File: src/rtl/muldiv_unit.sv
// Iterative RV32M multiply/divide unit: shift-add multiply and restoring divide on
// operand magnitudes, one bit per cycle, with a sign fixup on the final iteration.
module muldiv_unit #(
    parameter int unsigned DataWidth = 32,
    parameter int unsigned TagWidth  = 5
) (
    input  logic                 clk_i,
    input  logic                 rst_i,
    input  logic                 valid_i,
    output logic                 ready_o,
    input  logic [2:0]           op_i,
    input  logic [DataWidth-1:0] src1_i,
    input  logic [DataWidth-1:0] src2_i,
    input  logic [TagWidth-1:0]  tag_i,
    input  logic                 flush_i,
    output logic                 valid_o,
    input  logic                 ready_i,
    output logic [DataWidth-1:0] result_o,
    output logic [TagWidth-1:0]  tag_o,
    output logic                 busy_o
);

    localparam int unsigned CntWidth = $clog2(DataWidth);

    typedef enum logic [1:0] {StIdle, StCalc, StDone} state_e;

    state_e                 state_q, state_d;
    logic [CntWidth-1:0]    cnt_q, cnt_d;
    logic [2:0]             op_q, op_d;
    logic [TagWidth-1:0]    tag_q, tag_d;
    logic                   neg_q, neg_d;
    // hi: product high half / partial remainder; lo: multiplier / dividend -> quotient;
    // opnd: multiplicand / divisor.
    logic [DataWidth-1:0]   hi_q, hi_d, lo_q, lo_d, opnd_q, opnd_d;
    logic [DataWidth-1:0]   result_q, result_d;

    logic                   s1_neg, s2_neg, is_div, div_zero, div_ovf;
    logic [DataWidth-1:0]   mag1, mag2, special_res;
    logic [DataWidth:0]     mul_sum, div_shift, div_diff;
    logic [DataWidth-1:0]   step_hi, step_lo, quo_fix, rem_fix, final_res;
    logic [2*DataWidth-1:0] prod, prod_fix;

    // Operand decode at accept time: signedness, magnitudes and special cases.
    always_comb begin
        s1_neg   = (op_i != 3'b011) && (op_i != 3'b101) && (op_i != 3'b111)
                   && src1_i[DataWidth-1];
        s2_neg   = ((op_i == 3'b000) || (op_i == 3'b001) || (op_i == 3'b100)
                   || (op_i == 3'b110)) && src2_i[DataWidth-1];
        mag1     = s1_neg ? (~src1_i + 1'b1) : src1_i;
        mag2     = s2_neg ? (~src2_i + 1'b1) : src2_i;
        is_div   = op_i[2];
        div_zero = is_div && (src2_i == '0);
        // Only DIV (100) and REM (110) are signed divides.
        div_ovf  = is_div && !op_i[0] && (src1_i == {1'b1, {(DataWidth-1){1'b0}}})
                   && (src2_i == '1);
        if (div_zero) begin
            special_res = op_i[1] ? src1_i : '1;
        end else begin
            special_res = op_i[1] ? '0 : src1_i;
        end
    end

    // One iteration of the datapath plus the sign-corrected final result.
    always_comb begin
        mul_sum   = {1'b0, hi_q} + (lo_q[0] ? {1'b0, opnd_q} : '0);
        div_shift = {hi_q, lo_q[DataWidth-1]};
        div_diff  = div_shift - {1'b0, opnd_q};
        if (op_q[2]) begin
            // The partial remainder stays below the divisor, so bit DataWidth is the borrow.
            if (!div_diff[DataWidth]) begin
                step_hi = div_diff[DataWidth-1:0];
                step_lo = {lo_q[DataWidth-2:0], 1'b1};
            end else begin
                step_hi = div_shift[DataWidth-1:0];
                step_lo = {lo_q[DataWidth-2:0], 1'b0};
            end
        end else begin
            step_hi = mul_sum[DataWidth:1];
            step_lo = {mul_sum[0], lo_q[DataWidth-1:1]};
        end
        prod     = {step_hi, step_lo};
        prod_fix = neg_q ? (~prod + 1'b1) : prod;
        quo_fix  = neg_q ? (~step_lo + 1'b1) : step_lo;
        rem_fix  = neg_q ? (~step_hi + 1'b1) : step_hi;
        if (op_q[2]) begin
            final_res = op_q[1] ? rem_fix : quo_fix;
        end else if (op_q[1:0] == 2'b00) begin
            final_res = prod_fix[DataWidth-1:0];
        end else begin
            final_res = prod_fix[2*DataWidth-1:DataWidth];
        end
    end

    // Next-state logic for the control FSM and datapath registers.
    always_comb begin
        state_d  = state_q;
        cnt_d    = cnt_q;
        op_d     = op_q;
        tag_d    = tag_q;
        neg_d    = neg_q;
        hi_d     = hi_q;
        lo_d     = lo_q;
        opnd_d   = opnd_q;
        result_d = result_q;
        unique case (state_q)
            StIdle: begin
                if (valid_i && !flush_i) begin
                    op_d   = op_i;
                    tag_d  = tag_i;
                    // REM/REMU take the dividend's sign; everything else the sign product.
                    neg_d  = (is_div && op_i[1]) ? s1_neg : (s1_neg ^ s2_neg);
                    hi_d   = '0;
                    lo_d   = is_div ? mag1 : mag2;
                    opnd_d = is_div ? mag2 : mag1;
                    cnt_d  = CntWidth'(DataWidth - 1);
                    if (div_zero || div_ovf) begin
                        result_d = special_res;
                        state_d  = StDone;
                    end else begin
                        state_d  = StCalc;
                    end
                end
            end
            StCalc: begin
                if (flush_i) begin
                    state_d = StIdle;
                end else begin
                    hi_d  = step_hi;
                    lo_d  = step_lo;
                    cnt_d = cnt_q - 1'b1;
                    if (cnt_q == '0) begin
                        result_d = final_res;
                        state_d  = StDone;
                    end
                end
            end
            StDone: begin
                if (flush_i || ready_i) begin
                    state_d = StIdle;
                end
            end
            default: state_d = StIdle;
        endcase
    end

    // State and datapath registers with asynchronous reset.
    always_ff @(posedge clk_i or posedge rst_i) begin
        if (rst_i) begin
            state_q  <= StIdle;
            cnt_q    <= '0;
            op_q     <= '0;
            tag_q    <= '0;
            neg_q    <= 1'b0;
            hi_q     <= '0;
            lo_q     <= '0;
            opnd_q   <= '0;
            result_q <= '0;
        end else begin
            state_q  <= state_d;
            cnt_q    <= cnt_d;
            op_q     <= op_d;
            tag_q    <= tag_d;
            neg_q    <= neg_d;
            hi_q     <= hi_d;
            lo_q     <= lo_d;
            opnd_q   <= opnd_d;
            result_q <= result_d;
        end
    end

    // Outputs: only ready_o looks at an input (flush_i).
    always_comb begin
        ready_o  = (state_q == StIdle) && !flush_i;
        valid_o  = (state_q == StDone);
        busy_o   = (state_q != StIdle);
        result_o = result_q;
        tag_o    = tag_q;
    end

endmodule
File: config.mk
export PLATFORM = sky130hd
export DESIGN_NAME = muldiv_unit
export DESIGN_NICKNAME = d
export VERILOG_FILES = /design/src/rtl/muldiv_unit.sv
export SDC_FILE = /design/constraint.sdc
export NUM_CORES = 1
export LEC_CHECK = 0
export BUFFER_PORTS_ARGS = -buffer_cell sky130_fd_sc_hd__buf_2
export CAP_MARGIN = 40
export CORE_MARGIN = 4
export CORE_UTILIZATION = 45
export DETAILED_ROUTE_END_ITERATION = 10
export GPL_TIMING_DRIVEN = 0
export PLACE_DENSITY_LB_ADDON = 0.08
export SLEW_MARGIN = 20
export SYNTH_ARGS = -nofsm -noshare
export SYNTH_HDL_FRONTEND = slang
export SYNTH_SLANG_ARGS = --single-unit
File: constraint.sdc
create_clock -name clk_i -period 10.2 [get_ports clk_i]
set_input_delay 0.51 -clock clk_i [delete_from_list [all_inputs] [get_ports clk_i]]
set_output_delay 0.51 -clock clk_i [all_outputs]
set_load 0.02 [all_outputs]
==> metrics.md <==
| Metric | Value |
|---|---|
| Status | completed |
| Die X | 201.1 um |
| Lkg Pwr | 7.613 nW |
| Starting DRT DRC Count | 2,826 |
| Register area share after synthesis | 0.2147 |
| Final setup viols | 0 |
| Yosys Warn Count | 0 |
| Row cnt | 70 |
| Clock buffer count from CTS | 17 |
| Combinational Power Share | 0.732 |
| Post-Syn Instances | ~2,300 |
| Worst skew pair latency | 0.47 ns |
| Top Ports | 117 |
| TritonCTS clock tree | built |
| Most frequent cells in the layout | nand2_1, a21oi_1, o21ai_0, nor2_1, buf_2 |
| Crit path launch type | flop |
| Resize count post-CTS | 0 |
| First-pass DRT Iterations | 7 |
| WP data arrival | 8.58 ns |
| Setup crit end | result_o[26] |
| Max clock buf depth | 2 |
| Fraction of registers with async set/reset | 1.000 |
| Crit-path max cell delay | ~0.62 ns |
| Synth-to-layout area growth | 11.79% |
| Filler instances | 3,700 |
| Vias | between 20,000 and 25,000 |
| Nets | 2,645 |
| Register area | 3603 um^2 |
| Switch Pwr | 0.004025 W |
| Critical path class | reg -> reg |
| Share of cells above drive strength 1 | 0.1041 |
| Vias per Instance | 6.791 |
| Post-CTS Setup Bufs | 0 |
| Critical path peak fanout | 10 |
| Multi-input logic area | between 10,000 and 15,000 um^2 |
| Initial antenna violation count | 1 |
| Vias in the first global route | approximately 18,000 |
| First-pass GRT wire length | 123,100 um |
| Reg-to-reg critical path startpoint | hi_q[8] |
| RSZ-0062 raised after global routing | false |
| Synth Flop Type | dfrtp_1 |
| Post-DRT Antenna Nets | 0 |
| Synthesis-stage register bit count | ~140 |
| DR DRC count | 0 |
| Routability cong. | 1.117 |
| CP Data Required Time | roughly 11 ns |
| Pint | 0.002739 W |
| Clock share of power | 0.106 |
| Mean Syn Cell Area | 7.163 um^2 |
| Crit. Startpoint | hi_q[8] |
| All-layer global routing usage | 0.4038 |
| Crit share post-route | 0.8078 |
| Minimum clock period | 8.240 ns |
| Number of port buffers | between 100 and 150 |
| Hpwl dp | between 60,000 and 70,000 um |
| Worst Tran Pin Value | 0.9907 ns |
| Pwr Density | 360.5 nW/um^2 |
| Sequential share of power | 0.162 |
| Reg-to-reg endpoint | result_o[26] |
| Hold_buf cts | 0 |
| Initial Utilization | 0.4573 |
| Slew margin rel. | 0.3395 |
| Inserted Diodes | 0 |
| Final hold violation count | 0 |
| Critical path's slowest cell | or4_1 |
| Worst R2R Setup Slack | 1.96 ns |
| Fin util | 0.5113 |
| Yosys cell types | 96 |
| EDFF count, synth | 0 |
| CORE AREA | approximately 37,000 um^2 |
| HP Class | in -> async |
| Root Buffer | clkbuf_16 |
| DIE AREA | 40,450 um^2 |
| WL per Instance | 28.77 um |
| Synth Cell Area | 16,780 um^2 |
| Routed wire length | 85,600 um |
| Num Clock Sinks | 144 |
| Max-cap viol count | 0 |
| H-tree depth | 4 |
| Crit-path cells | ha_1 -> buf_2 -> nand4_1 -> o22ai_1 -> o21ai_2 -> a21bo_1 -> buf_2 -> a21oi_2 -> buf_2 -> clkbuf_1 -> o21ai_0 -> inv_1 -> ha_1 -> o21ai_0 -> or4_1 -> nor4_1 -> nand4_1 -> o31a_1 -> a311oi_1 -> or4b_1 -> o31ai_1 -> xor2_1 -> a221oi_1 -> nor2_1 |
| Largest net degree at the start of global routing | 97 |
| Pins over their slew limit | 0 |
| Mapped Nets | approximately 2,500 |
| Commonest non-fill, non-tap cell in the layout | nand2_1 |
| Worst VDD drop | 0.2000 mV |
| Clock skew | between 0.015 and 0.02 ns |
| Reg clk slew, reported paths | about 0.070 ns |
| Total congestion overflow | 0 |
| Die Y | 201.1 um |
| CP Capture Type | flop |
| Setup tns final | 0 ns |
| Worst Reg-to-Reg Cells | 24 |
| Max Freq | 121.4 MHz |
| Switching Share | 0.5950 |
| Most common cell on crit path | buf_2 |
-- logic make-up after synthesis --
kind of cell / synth area share
AO/OA/AOI/OAI: 0.3033
XOR/XNOR: 0.08976
adder cells (fa/ha/maj): 0.05532
buffers and inverters: 0.05308
flip-flops: 0.2147
multiplexers: 0.03735
AND/OR/NAND/NOR: 0.2465
-- worst max-delay path: cells and delay by family, from the launching register on --
family                     cells  cell delay [ns]
xor gates and xnor gates       1             0.14
AOI/OAI and AO/OA             10             3.00
DFF                            1             0.55
buffers and inverters          5             1.45
adders and majority gates      2             0.55
and+or+nand+nor                6             2.40
-- per-stage QoR --
step | std cells | power, W | hold WS [ns] | instance area [um^2] | setup slack, ns
2_1_floorplan | 2343 | 0.004012 | 0.4605 | 16780 | 4.460
3_3_place_gp | 2927 | 0.005669 | 0.4586 | 17950 | 2.284
3_5_place_dp | 2937 | 0.005732 | 0.4643 | 18080 | 2.347
4_1_cts | 2968 | 0.006465 | 0.05617 | 18710 | 2.311
5_1_grt | 2975 | 0.007025 | 0.06921 | 18760 | 1.813
6_report | 2975 | 0.006763 | 0.04127 | 18760 | 1.960
-- Yosys cell counts (6+ instances only) --
cell       instances  area [um^2]
a2111oi_0          7        61.31
a211oi_1          35        262.8
a21o_1            22        165.2
a21oi_1          225         1126
a221oi_1          20        175.2
a22o_1             8        70.07
a311oi_1          13        113.9
a31o_2            10        87.58
a31oi_1           29        181.4
and2_1            56        350.3
and3_1            10        62.56
buf_1             18        67.56
buf_2             30        150.1
clkbuf_1          88        330.3
dfrtp_1          144         3603
ha_1              71        888.4
inv_1             76        285.3
mux2_2            11        123.9
mux2i_1           48        480.5
nand2_1          280         1051
nand2b_1          15        93.84
nand3_1           76        380.4
nand4_1           40        250.2
nor2_1           221        829.6
nor2b_1           10        62.56
nor3_1            70        350.3
nor3b_1            9        67.56
nor4_1            25        156.4
o211a_1            6        60.06
o211ai_1          35        262.8
o21a_1            13        97.59
o21ai_0          222         1111
o21ai_1           10        50.05
o21bai_1           6        45.04
o221ai_1           6        52.55
o22ai_1            9        56.30
o31a_1             7        61.31
o31ai_1           40        300.3
o41ai_1           12        105.1
or2_2              9        56.30
or3_1             21        131.4
or4_1              9        67.56
xnor2_1          103        902.1
xor2_1            69        604.3
-- sequential cells by signal (all words and copies together) (netlist names) --
register  cells
hi_q         32
lo_q         32
opnd_q       32
result_o     32
cnt_q         5
tag_o         5
op_q          3
state_q       2
neg_q         1
-- how the worst min path moves through the flow --
stage,end,slack (ns),cells after the start
6_report,opnd_q[22],0.04,2
5_1_grt,opnd_q[22],0.07,2
4_1_cts,opnd_q[22],0.06,2
3_5_place_dp,tag_o[4],0.46,2
3_3_place_gp,result_o[4],0.46,2
2_1_floorplan,op_q[0],0.46,2
-- final cells by class --
cell class / count / area share
clock inverters: 9 / 0.008269
well taps: 468 / 0.03121
plain buffers: 143 / 0.03208
inverters: 77 / 0.01580
repair buffers: 133 / 0.03901
multi-input cells: 1979 / 0.6563
clock buffers: 22 / 0.02527
flip-flops and latches: 144 / 0.1921
-- power by group through the flow --
| stage | Combinational (W) | Sequential [W] | Clock (W) |
|---|---|---|---|
| final | 0.00495 | 0.00110 | 0.000717 |
| after global routing | 0.00518 | 0.00110 | 0.000738 |
| after CTS | 0.00468 | 0.00107 | 0.000716 |
| after detailed placement | 0.00466 | 0.00107 | 0 |
| after global placement | 0.00460 | 0.00107 | 0 |
| after floorplan | 0.00299 | 0.00102 | 0 |
-- per-layer routing --
metal	GRT usage	routed length, um	vias up
li1	-	-	8908
met1	0.5643	35530	9644
met2	0.5573	33630	1437
met3	0.1526	12140	211
met4	0.1662	4276	2
met5	0	13	-
Note: power is estimated with default switching activity, not from simulation.
